==> config.mk <==
export PLATFORM = sky130hd
export DESIGN_NAME = wb_cfg_master
export DESIGN_NICKNAME = d
export VERILOG_FILES = /design/src/rtl/wb_cfg_pkg.sv /design/src/rtl/wb_timeout_cnt.sv /design/src/rtl/wb_cfg_master.sv
export SDC_FILE = /design/constraint.sdc
export NUM_CORES = 1
export LEC_CHECK = 0
export CORE_UTILIZATION = 43
export DETAILED_ROUTE_END_ITERATION = 16
export PLACE_DENSITY_LB_ADDON = 0.08
export SYNTH_ARGS = -nofsm -noshare
export SYNTH_HDL_FRONTEND = slang
export SYNTH_HIERARCHICAL = 1
export SYNTH_SLANG_ARGS = --single-unit
==> constraint.sdc <==
create_clock -name CLK_I -period 4.3 [get_ports CLK_I]
set_clock_uncertainty 0.2 [all_clocks]
set_input_delay 0.86 -clock CLK_I [delete_from_list [all_inputs] [get_ports CLK_I]]
set_output_delay 0.86 -clock CLK_I [all_outputs]
set_load 0.05 [all_outputs]
==> src/rtl/wb_cfg_pkg.sv <==
// rtl/wb_cfg_pkg.sv - shared FSM state type and default sizing for the Wishbone config master
package wb_cfg_pkg;

    localparam int ADR_W_DEF   = 32;
    localparam int DAT_W_DEF   = 32;
    localparam int TIMEOUT_DEF = 255;

    typedef enum logic [1:0] {
        ST_IDLE = 2'd0,
        ST_BUS  = 2'd1,
        ST_RESP = 2'd2
    } state_e;

endpackage

==> src/rtl/wb_timeout_cnt.sv <==
// rtl/wb_timeout_cnt.sv - saturating bus-cycle counter that flags an unterminated access
module wb_timeout_cnt #(
    parameter int TIMEOUT = 255
) (
    input  logic clk_i,
    input  logic rst_ni,
    input  logic clear_i,
    input  logic enable_i,
    output logic expired_o
);

    localparam int CNT_W = $clog2(TIMEOUT + 1);
    // The count is zero in the first bus cycle, so the last allowed cycle sees TIMEOUT-1.
    localparam logic [CNT_W-1:0] LIMIT = CNT_W'(TIMEOUT - 1);

    logic [CNT_W-1:0] cnt_q;
    logic [CNT_W-1:0] cnt_d;

    assign expired_o = (cnt_q >= LIMIT);

    // Next count: clear wins, otherwise step while enabled and stop at the limit.
    always_comb begin
        cnt_d = cnt_q;
        if (clear_i) begin
            cnt_d = '0;
        end else if (enable_i && !expired_o) begin
            cnt_d = cnt_q + CNT_W'(1);
        end
    end

    // Count register.
    always_ff @(posedge clk_i or negedge rst_ni) begin
        if (!rst_ni) begin
            cnt_q <= '0;
        end else begin
            cnt_q <= cnt_d;
        end
    end

endmodule

==> src/rtl/wb_cfg_master.sv <==
// rtl/wb_cfg_master.sv - single-outstanding Wishbone classic master driven by a valid/ready command port
module wb_cfg_master
    import wb_cfg_pkg::*;
#(
    parameter int ADR_W   = ADR_W_DEF,
    parameter int DAT_W   = DAT_W_DEF,
    parameter int TIMEOUT = TIMEOUT_DEF
) (
    input  logic             CLK_I,
    input  logic             RST_I,
    input  logic             req_valid,
    output logic             req_ready,
    input  logic             req_we,
    input  logic [ADR_W-1:0] req_adr,
    input  logic [DAT_W-1:0] req_dat,
    output logic             rsp_valid,
    output logic [DAT_W-1:0] rsp_dat,
    output logic             rsp_err,
    output logic             rsp_timeout,
    output logic             CYC_O,
    output logic             STB_O,
    output logic             WE_O,
    output logic [ADR_W-1:0] ADR_O,
    output logic [DAT_W-1:0] DAT_O,
    input  logic             ACK_I,
    input  logic             ERR_I,
    input  logic [DAT_W-1:0] DAT_I
);

    state_e           state_q, state_d;
    logic             ready_q, ready_d;
    logic             cyc_q, cyc_d;
    logic             we_q, we_d;
    logic [ADR_W-1:0] adr_q, adr_d;
    logic [DAT_W-1:0] dat_q, dat_d;
    logic             rsp_valid_q, rsp_valid_d;
    logic [DAT_W-1:0] rsp_dat_q, rsp_dat_d;
    logic             rsp_err_q, rsp_err_d;
    logic             rsp_to_q, rsp_to_d;
    logic             tmo_clr;
    logic             tmo_en;
    logic             tmo_expired;

    wb_timeout_cnt #(
        .TIMEOUT (TIMEOUT)
    ) u_timeout (
        .clk_i     (CLK_I),
        .rst_ni    (RST_I),
        .clear_i   (tmo_clr),
        .enable_i  (tmo_en),
        .expired_o (tmo_expired)
    );

    // Next-state and next-output logic; every output is computed here and registered below.
    always_comb begin
        state_d     = state_q;
        ready_d     = 1'b0;
        cyc_d       = 1'b0;
        we_d        = 1'b0;
        adr_d       = '0;
        dat_d       = '0;
        rsp_valid_d = 1'b0;
        rsp_dat_d   = rsp_dat_q;
        rsp_err_d   = rsp_err_q;
        rsp_to_d    = rsp_to_q;
        tmo_clr     = 1'b0;
        tmo_en      = 1'b0;

        unique case (state_q)
            ST_IDLE: begin
                ready_d = 1'b1;
                if (req_valid && ready_q) begin
                    state_d = ST_BUS;
                    ready_d = 1'b0;
                    cyc_d   = 1'b1;
                    we_d    = req_we;
                    adr_d   = req_adr;
                    dat_d   = req_dat;
                    tmo_clr = 1'b1;
                end
            end

            ST_BUS: begin
                tmo_en = 1'b1;
                // Error outranks acknowledge, and a real termination outranks the timeout.
                if (ERR_I) begin
                    state_d     = ST_RESP;
                    rsp_valid_d = 1'b1;
                    rsp_dat_d   = '0;
                    rsp_err_d   = 1'b1;
                    rsp_to_d    = 1'b0;
                end else if (ACK_I) begin
                    state_d     = ST_RESP;
                    rsp_valid_d = 1'b1;
                    rsp_dat_d   = we_q ? '0 : DAT_I;
                    rsp_err_d   = 1'b0;
                    rsp_to_d    = 1'b0;
                end else if (tmo_expired) begin
                    state_d     = ST_RESP;
                    rsp_valid_d = 1'b1;
                    rsp_dat_d   = '0;
                    rsp_err_d   = 1'b1;
                    rsp_to_d    = 1'b1;
                end else begin
                    cyc_d = 1'b1;
                    we_d  = we_q;
                    adr_d = adr_q;
                    dat_d = dat_q;
                end
            end

            ST_RESP: begin
                // One dead bus cycle; the command port reopens on the next cycle.
                state_d = ST_IDLE;
                ready_d = 1'b1;
            end

            default: begin
                state_d = ST_IDLE;
            end
        endcase
    end

    // State and registered outputs; reset clears everything, including req_ready.
    always_ff @(posedge CLK_I or negedge RST_I) begin
        if (!RST_I) begin
            state_q     <= ST_IDLE;
            ready_q     <= 1'b0;
            cyc_q       <= 1'b0;
            we_q        <= 1'b0;
            adr_q       <= '0;
            dat_q       <= '0;
            rsp_valid_q <= 1'b0;
            rsp_dat_q   <= '0;
            rsp_err_q   <= 1'b0;
            rsp_to_q    <= 1'b0;
        end else begin
            state_q     <= state_d;
            ready_q     <= ready_d;
            cyc_q       <= cyc_d;
            we_q        <= we_d;
            adr_q       <= adr_d;
            dat_q       <= dat_d;
            rsp_valid_q <= rsp_valid_d;
            rsp_dat_q   <= rsp_dat_d;
            rsp_err_q   <= rsp_err_d;
            rsp_to_q    <= rsp_to_d;
        end
    end

    assign req_ready   = ready_q;
    assign CYC_O       = cyc_q;
    assign STB_O       = cyc_q;
    assign WE_O        = we_q;
    assign ADR_O       = adr_q;
    assign DAT_O       = dat_q;
    assign rsp_valid   = rsp_valid_q;
    assign rsp_dat     = rsp_dat_q;
    assign rsp_err     = rsp_err_q;
    assign rsp_timeout = rsp_to_q;

endmodule

==> metrics.yaml <==
clock_tree:
  htreeDepth: 3
  clock-sinks: 112
  cts_made_buffers: 9
  cts_max_path_buffers: 2
  root_buffer: "clkbuf_8"
  cts_tree: "yes"
  clk_pin_slew_ps: 90
  post_cts_buffers: 0
  cts_hold_buf: 0
  insertion_delay_ps: 350
  ctsResizeCount: 0
placed_design:
  placed_area_um2: 6310
  portBuffers: 204
  hpwl_um: 7270
  place.gp.congestion: 0.739
sta:
  setup_violations: 0
  period_share_pct: 62.2
  hold_viol: 0
  relSlewSlack_pct: 33.1
  worst_pin_slew_ps: 1000
  drv_slew: 0
  fmax_mhz: 374
  rsz0062_at_grt: "false"
  fin_crit_ps: 2670
  finalSetupTns_ps: 0
routing:
  viasPerCell: 5.16
  drt_pass1_iterations: 6
  wirelength_um: 10600
  num_vias: 3182
  drt-initial-drc-count: 136
  drtAntennaViolNets: 0
  drc: 0
  wl_per_cell_um: 17.2
setup_path:
  path_max_fanout: 67
  crit_type: "reg -> reg"
  arrival_ps: 2750
  critPathSlowestCell: "buf_4"
  path_cells: "ha_1 -> o211ai_2 -> nor2_1 -> or3_4 -> nor2_4 -> buf_4 -> a22o_1"
  start_kind: "register"
  worst_setup_path_end_kind: "register"
  cp.required_ps: 4380
  crit_path_max_incr_delay_ps: 550
die:
  core_um2: 9330
  row_count: 35
  die_area_um2: 10100
  die_h_um: 101
  ios: 205
  die_w_um: 101
  start_util_pct: 44.9
synth:
  synth_area_leaders: "dfrtp_1 (67%), a22o_1 (20%), buf_2 (1.1%)"
  async_flop_share_pct: 100
  synth_area_um2: 4190
  synth-edff-count: 0
  netlist_instances: 287
  synth_cell_types: 39
  synth_top_cell_by_area: "dfrtp_1"
  synth_fp_nets: 391
  syn_area_per_cell_um2: 14.6
  yosysSeqAreaShare_pct: 66.9
  yosys_warnings: 6
  synthFlopType: "dfrtp_1"
  synth_top_area_share_pct: 66.9
  ys_seq_elements: 112
pwr:
  leakage_nw: 2.89
  p_switching_mw: 1.72
  cellPowerDensity_nw_per_um2: 612
  ir_worst_vdd_v: 0.000340
  p_comb_share_pct: 48.4
  power.share.switching_pct: 43.2
  power_frac_seq_pct: 36.7
  pwr-share-clk_pct: 14.9
  internal_power_mw: 2.26
grt:
  grt_first_pass_wirelength_um: 16800
  grt_pass1_vias: 3200
  grt_usage_pct: 21.6
  grt_max_degree: 84
  antenna_found_initial: 0
  gr-total-overflow: 0
finish:
  area_growth_pct: 54.8
  final_cell_area_um2: 6490
  drive_gt1_share_pct: 6.56
  nets: 589
  antenna_cells: 0
status:
  status: "finished clean"
run:
  max_cap_violations: 0
min_path:
  hp-class: "reg -> reg"
-- cells in the mapped netlist, types with 2 or more instances --
| cell | instances |
|---|---|
| clkbuf_1 | 4 |
| or2_2 | 2 |
| a21oi_1 | 4 |
| nor2_1 | 10 |
| ha_1 | 2 |
| buf_4 | 4 |
| o21a_1 | 3 |
| a22o_1 | 97 |
| nor3_2 | 2 |
| nand2_1 | 2 |
| dfrtp_1 | 112 |
| o211a_1 | 2 |
| buf_2 | 9 |
| inv_1 | 6 |
| buf_6 | 4 |
-- sequential cells by signal, indices dropped and copies added (netlist names) --
| signal | flops |
|---|---|
| rsp_timeout | 1 |
| WE_O | 1 |
| CYC_O | 1 |
| ADR_O | 32 |
| u_timeout/cnt_q | 8 |
| state_q | 2 |
| rsp_dat | 32 |
| DAT_O | 32 |
| rsp_err | 1 |
| req_ready | 1 |
| rsp_valid | 1 |
-- routing by layer --
| metal | up-vias | global-route usage [%] | part of all wire (%) |
|---|---|---|---|
| li1 | 1490 | - | - |
| met1 | 1554 | 28.6 | 44 |
| met2 | 126 | 32.9 | 47 |
| met3 | 12 | 8.18 | 7.7 |
| met4 | 0 | 7.13 | 1.7 |
| met5 | - | 0 | 0 |
-- worst max-delay path, delay by kind of cell (launching register included) --
family                     cells  cell delay, ps
and+or+nand+nor                3             610
buffers and inverters          1             550
AOI/OAI and AO/OA              2             500
DFF                            1             460
adders and majority gates      1             240
-- power groups by stage --
stage	sequential, mW	combinational, mW	clock [mW]
after floorplan	2.24	0.478	0
after global placement	1.47	1.91	0
after detailed placement	1.47	1.94	0
after CTS	1.46	1.93	0.607
after global routing	1.49	2.01	0.650
final	1.46	1.92	0.591
-- final timing paths --
| kind | startpoint | end | slack [ps] | cells past startpoint |
|---|---|---|---|---|
| setup / recovery | u_timeout/cnt_q[1]$_DFFE_PN0P_ | ADR_O[21]$_DFFE_PN0P_ | 1630 | 7 |
| hold / removal | ADR_O[31]$_DFFE_PN0P_ | ADR_O[31]$_DFFE_PN0P_ | 300 | 1 |
| setup reg to reg | u_timeout/cnt_q[1]$_DFFE_PN0P_ | ADR_O[21]$_DFFE_PN0P_ | 1630 | 7 |
| hold reg to reg | ADR_O[31]$_DFFE_PN0P_ | ADR_O[31]$_DFFE_PN0P_ | 300 | 1 |
| max in group asynchronous | RST_I | rsp_dat[21]$_DFFE_PN0P_ | 2570 | 2 |
| min in group asynchronous | RST_I | ADR_O[2]$_DFFE_PN0P_ | 470 | 1 |
-- kinds of logic after synthesis --
family          after synthesis  synth area share, %
fa+ha+maj                     2                0.597
flops                       112                 66.9
mux                           1                0.269
simple gates                 27                 4.24
buf+inv                      28                 3.85
compound gates              117                 24.2
-- layout make-up --
class	count	area, µm²
well taps	129	161
repair buffers	209	2090
multi-input cells	147	1230
fillers	677	2840
flip-flops and latches	112	2800
inverters	6	22.5
clock inverters	3	45.0
clock buffers	11	131
-- per-stage QoR --
stage          hold WS (ps)  instances  total power [mW]  util [%]  setup slack (ps)
2_1_floorplan           263        287              2.72         -              1910
3_3_place_gp            278        603              3.38      67.7              1450
3_5_place_dp            281        603              3.40      67.7              1400
4_1_cts                 309        617              4.00      69.6              1640
5_1_grt                 313        617              4.15      69.6              1480
6_report                302        617              3.97      69.6              1630
-- placed cells by master (no fill, tap or decap), types with 2 or more instances in the layout --
cell type and n:
a21oi_1 4, a22o_1 97, buf_4 5, clkbuf_1 2
clkbuf_8 9, clkdlybuf4s50_1 203, clkinvlp_4 2, dfrtp_1 112
ha_1 2, inv_1 6, nand2_1 2, nor2_1 9
o211a_1 2, o21a_1 3, or2_2 2
(Power assumes the default switching activity.)
